--- config.mk ---
export PLATFORM = sky130hd
export DESIGN_NAME = mul_pipe_unit
export DESIGN_NICKNAME = d
export VERILOG_FILES = /design/src/rtl/mul_pipe_unit_pkg.sv /design/src/rtl/mul_pipe_unit_mul.sv /design/src/rtl/mul_pipe_unit.sv
export SDC_FILE = /design/constraint.sdc
export NUM_CORES = 2
export LEC_CHECK = 0
export CORE_UTILIZATION = 37
export DETAILED_ROUTE_END_ITERATION = 10
export PLACE_DENSITY = 0.57
export REMOVE_ABC_BUFFERS = 1
export SLEW_MARGIN = 0
export SYNTH_ARGS = -nofsm -noshare
export SYNTH_HDL_FRONTEND = slang
export SYNTH_SLANG_ARGS = --single-unit
export TNS_END_PERCENT = 30
--- constraint.sdc ---
create_clock -name clock -period 8.65 [get_ports clock]
set_input_delay 2.595 -clock clock [delete_from_list [all_inputs] [get_ports clock]]
set_output_delay 2.595 -clock clock [all_outputs]
set_load 0.02 [all_outputs]
--- src/rtl/mul_pipe_unit_pkg.sv ---
// Shared definitions for the two-stage multiply unit: op encodings and S1 payload.
// Latency: n/a (types and constants only).
// Backpressure: n/a.
package mul_pipe_unit_pkg;

    localparam logic [1:0] MUL_OP_W     = 2'b00;
    localparam logic [1:0] MUL_OP_MULH  = 2'b01;
    localparam logic [1:0] MUL_OP_MULHU = 2'b10;

    // Tag field width of the S1 payload; the top-level TAG_W defaults to this.
    localparam int MUL_TAG_W = 5;

    typedef struct packed {
        logic [31:0]          x;
        logic [31:0]          y;
        logic [1:0]           op;
        logic [MUL_TAG_W-1:0] tag;
    } s1_pay_t;

    // High-word ops; everything else (including reserved 11) returns the low word.
    function automatic logic sel_high(input logic [1:0] op);
        return (op == MUL_OP_MULH) || (op == MUL_OP_MULHU);
    endfunction

endpackage

--- src/rtl/mul_pipe_unit_mul.sv ---
// Combinational 32x32 array multiplier, signed or unsigned, full 64-bit product.
// Latency: 0 cycles (pure combinational).
// Backpressure: none; no state.
module mul (
    input  logic [31:0] x,
    input  logic [31:0] y,
    input  logic        mul_signed,
    output logic [63:0] result
);

    logic [63:0] x_ext;
    logic [63:0] y_ext;

    // Sign- or zero-extend to 64 bits; the low 64 bits of the product are then exact.
    always_comb begin
        x_ext  = {{32{mul_signed & x[31]}}, x};
        y_ext  = {{32{mul_signed & y[31]}}, y};
        result = x_ext * y_ext;
    end

endmodule

--- src/rtl/mul_pipe_unit.sv ---
// Two-stage multiply unit (MUL.W / MULH.W / MULH.WU) with tag pass-through and flush.
// Latency: 2 cycles from input transfer to out_valid; one op per cycle when unstalled.
// Backpressure: out_ready low holds S2 and S1; in_ready falls only when both are full.
// Optional MUL_STAT_EN adds stat_ops / stat_stall counters.
module mul_pipe_unit
    import mul_pipe_unit_pkg::*;
#(
    parameter int TAG_W = MUL_TAG_W
) (
    input  logic             clock,
    input  logic             reset,
    input  logic             flush,
    input  logic             in_valid,
    output logic             in_ready,
    input  logic [1:0]       in_op,
    input  logic [31:0]      in_x,
    input  logic [31:0]      in_y,
    input  logic [TAG_W-1:0] in_tag,
    output logic             out_valid,
    input  logic             out_ready,
    output logic [31:0]      out_result,
    output logic [TAG_W-1:0] out_tag
`ifdef MUL_STAT_EN
    ,
    output logic [31:0]      stat_ops,
    output logic [31:0]      stat_stall
`endif
);

    s1_pay_t          s1_q, s1_d;
    logic             s1_vld_q, s1_vld_d;
    logic             s2_vld_q, s2_vld_d;
    logic [31:0]      s2_res_q, s2_res_d;
    logic [TAG_W-1:0] s2_tag_q, s2_tag_d;

    logic             s2_adv;
    logic             s1_adv;
    logic             s1_load;
    logic [63:0]      product;
    logic [31:0]      res_sel;

    mul u_mul (
        .x          (s1_q.x),
        .y          (s1_q.y),
        .mul_signed (s1_q.op == MUL_OP_MULH),
        .result     (product)
    );

    // Handshake and next-state for both stages; flush overrides every other event.
    always_comb begin
        s2_adv   = !s2_vld_q || out_ready;
        s1_adv   = s1_vld_q && s2_adv;
        s1_load  = !s1_vld_q || s2_adv;
        in_ready = s1_load && !flush;
        res_sel  = sel_high(s1_q.op) ? product[63:32] : product[31:0];

        s1_vld_d = s1_vld_q;
        s1_d     = s1_q;
        s2_vld_d = s2_vld_q;
        s2_res_d = s2_res_q;
        s2_tag_d = s2_tag_q;

        if (flush) begin
            s1_vld_d = 1'b0;
        end else if (s1_load) begin
            s1_vld_d = in_valid;
            if (in_valid) begin
                s1_d.x   = in_x;
                s1_d.y   = in_y;
                s1_d.op  = in_op;
                s1_d.tag = in_tag;
            end
        end

        if (flush) begin
            s2_vld_d = 1'b0;
        end else if (s2_adv) begin
            s2_vld_d = s1_vld_q;
            if (s1_adv) begin
                s2_res_d = res_sel;
                s2_tag_d = s1_q.tag;
            end
        end
    end

    // Pipeline registers; data is cleared too so the outputs read 0 after reset.
    always_ff @(posedge clock or posedge reset) begin
        if (reset) begin
            s1_vld_q <= 1'b0;
            s1_q     <= '0;
            s2_vld_q <= 1'b0;
            s2_res_q <= '0;
            s2_tag_q <= '0;
        end else begin
            s1_vld_q <= s1_vld_d;
            s1_q     <= s1_d;
            s2_vld_q <= s2_vld_d;
            s2_res_q <= s2_res_d;
            s2_tag_q <= s2_tag_d;
        end
    end

    assign out_valid  = s2_vld_q;
    assign out_result = s2_res_q;
    assign out_tag    = s2_tag_q;

`ifdef MUL_STAT_EN
    logic [31:0] stat_ops_q, stat_ops_d;
    logic [31:0] stat_stall_q, stat_stall_d;

    // Transfer and stall counters; they wrap and deliberately ignore flush.
    always_comb begin
        stat_ops_d   = stat_ops_q;
        stat_stall_d = stat_stall_q;
        if (s2_vld_q && out_ready)  stat_ops_d   = stat_ops_q + 32'd1;
        if (s2_vld_q && !out_ready) stat_stall_d = stat_stall_q + 32'd1;
    end

    // Counter registers, cleared only by reset.
    always_ff @(posedge clock or posedge reset) begin
        if (reset) begin
            stat_ops_q   <= '0;
            stat_stall_q <= '0;
        end else begin
            stat_ops_q   <= stat_ops_d;
            stat_stall_q <= stat_stall_d;
        end
    end

    assign stat_ops   = stat_ops_q;
    assign stat_stall = stat_stall_q;
`endif

endmodule

==> reports/metrics.cfg <==
[final_layout]
nNetsFinal = 6039
area_growth_pct = 8.31
drive_above_1_share = 0.0631
most-common-layout-cells = 1191 x inv_1, 1125 x fa_1, 852 x nand2_1
fillers = 11500
final_common_cell = inv_1
utilization = 0.403

[sta]
tns_ns = 0
layout_min_cycle_time_ns = 8.26
max_freq_mhz = 121
fin_ws_ns = 0.385
min_period_over_period = 0.955
setup_viol = 0
maxSlewViolCount = 0
rsz0062_at_grt = no
relSlewSlack = 0.242
fin_worst_skew_ns = 0.0258
worst_slew_pin_slew_ns = 1.14
hold_viol_final = 0

[detailed_routing]
postRouteAntennaNets = 0
wl_um = 117000
num_vias = 30300
drcViolationCount = 0
dr.pass1.iters = 5
viasPerCell = 4.92
wl_per_cell_um = 19.0
first_iter_violations = 1494

[clock_network]
insertion_delay_ns = 0.42
cts_tree = done
cts_buffer_depth = 2
numClockSinks = 110
clkTransAtPathRegs_ns = 0.09
cts_made_buffers = 9
cts_max_level = 3
cts-root-buf = clkbuf_16
postCtsHoldBufs = 0

[placement]
numPortBuffers = 114
gp_congestion = 0.888
place_hpwl_um = 102000
place_ws_ns = 0.290

[floorplan]
core_um2 = 114000
die_w_um = 341
die_area_um2 = 116000
pin_count = 115
initial_core_util = 0.372
rows = 124
die_y_um = 341

[yosys]
synthCells = 4618
ys_types = 74
ys_seq_area_frac = 0.0647
synth_edf_count = 0
ys_ff_latch = 110
syn-mean-instance-area_um2 = 9.21
async_flop_share = 1.00
netlist_area_um2 = 42500
synth_flop_cell = dfrtp_1
yosysWarnings = 0

[setup_path]
regToRegEndpoint = out_result[28]
r2r_start = s1_q[9]
cp-start-kind = flip-flop
worstSetupPathType = reg -> reg
cp_common_cell = fa_1
crit_family = adder cells
critPathBufInv = 4
worstRegToRegCells = 24
crit_slowest_cell = dfrtp_1
critPathRequiredTime_ns = 8.93
slowest_delay_ns = 0.88
end_kind = flip-flop
path_cells = and3_1, fa_1, fa_1, fa_1, clkinvlp_4, clkbuf_4, buf_4, fa_1, fa_1, fa_1, fa_1, fa_1, inv_1, ha_1, a21oi_1, o21bai_1, a21oi_1, and2_1, nand4_1, nand2_2, o221ai_2, o31ai_2, xor2_1, o221ai_1
ff2ff_setup_slack_ns = 0.39
crit_arrival_ns = 8.54
cp_max_fo = 18

[global_routing]
grt_pass1_vias = 33300
grt_max_degree = 63
antenna_found_initial = 6
grt_pass1_wl_um = 189000
grt_overflow = 0
grt.total_usage = 0.211

[hold_path]
holdPathStages = 2
min_path_type = reg -> reg
min_to = out_tag[1]
hold_path_startpoint = s1_q[1]

[run]
drv_cap = 0

[run_status]
outcome = complete, no violations

[state kept, by name, summed over array words and instances (netlist names)]
signal      count
s1_q           71
out_result     32
out_tag         5
out_valid       1
s1_vld_q        1
[area by class of cell]
class                   instances  area (um^2)  area share
repair buffers                264         2330      0.0506
inverters                    1195         4500      0.0976
clock inverters                 7         76.3     0.00166
diodes                          2         5.00    0.000109
well taps                    1512         1890      0.0411
flip-flops and latches        110         2750      0.0598
multi-input cells            3045        34300       0.744
clock buffers                   9          225     0.00489
[worst max path at each step]
stage               startpoint             end  depth (start not counted)
floorplan             s1_q[70]  out_result[27]                         28
global placement      s1_q[17]  out_result[31]                         24
detailed placement    s1_q[17]  out_result[31]                         25
CTS                   s1_q[17]  out_result[31]                         24
global route           s1_q[6]  out_result[28]                         27
finish                 s1_q[9]  out_result[28]                         24
[metrics by stage]
step	cells	hold WS [ns]	instance area (um^2)
detailed placement	6122	0.449	45700
CTS	6138	0.472	46000
global route	6144	0.485	46100
global placement	6122	0.440	45700
finish	6144	0.469	46100
floorplan	4350	0.433	41500
[cells by family after synthesis]
logic type,share of synthesized area
XOR/XNOR,0.0157
adder cells (fa/ha/maj),0.592
buffers and inverters,0.130
AND/OR/NAND/NOR,0.136
multiplexers,0.0199
AO/OA/AOI/OAI,0.0416
flip-flops,0.0647
[per-layer routing]
layer,GRT usage,vias up,part of all wire
met3,0.0206,144,0.045
met2,0.379,718,0.52
met5,0,-,0
li1,-,13200,-
met1,0.267,16200,0.40
met4,0.0641,0,0.029
[cells in the mapped netlist (6+ instances only)]
cell type	n	share of area
nand4_1	18	0.0026
inv_1	1195	0.11
ha_1	213	0.063
a21oi_1	86	0.010
or2_2	10	0.0015
a21o_1	22	0.0039
xnor2_1	43	0.0089
o21ai_1	8	0.00094
o21bai_1	6	0.0011
a31oi_1	9	0.0013
nor3_1	9	0.0011
dfrtp_1	110	0.065
nand2_1	853	0.075
nand2b_1	8	0.0012
and2_1	275	0.040
nor2_1	68	0.0060
nand3_1	13	0.0015
xor2_1	33	0.0068
mux2_2	72	0.019
buf_2	8	0.00094
o21ai_0	53	0.0062
and3_1	26	0.0038
clkbuf_1	253	0.022
o21a_1	7	0.0012
buf_1	6	0.00053
fa_1	1125	0.53
a21oi_2	6	0.0012
[worst reg2reg max path, stage by stage (launching register included)]
cell	delay, ns
dfrtp_1	0.88
and3_1	0.30
fa_1	0.50
fa_1	0.56
fa_1	0.67
clkinvlp_4	0.16
clkbuf_4	0.20
buf_4	0.14
fa_1	0.45
fa_1	0.49
fa_1	0.58
fa_1	0.44
fa_1	0.51
inv_1	0.05
ha_1	0.38
a21oi_1	0.27
o21bai_1	0.09
a21oi_1	0.19
and2_1	0.18
nand4_1	0.12
nand2_2	0.14
o221ai_2	0.14
o31ai_2	0.25
xor2_1	0.27
o221ai_1	0.14
[what timing repair did]
| item | in CTS | in global routing |
|---|---|---|
| setup endpoints to repair | 0 | 5 |
| setup buffers | 0 | 4 |
| gates resized for setup | 0 | 6 |
Power is left out: the tool's default activity adds up to more than one toggle a clock period on the data nets, which glitch-free logic cannot reach.
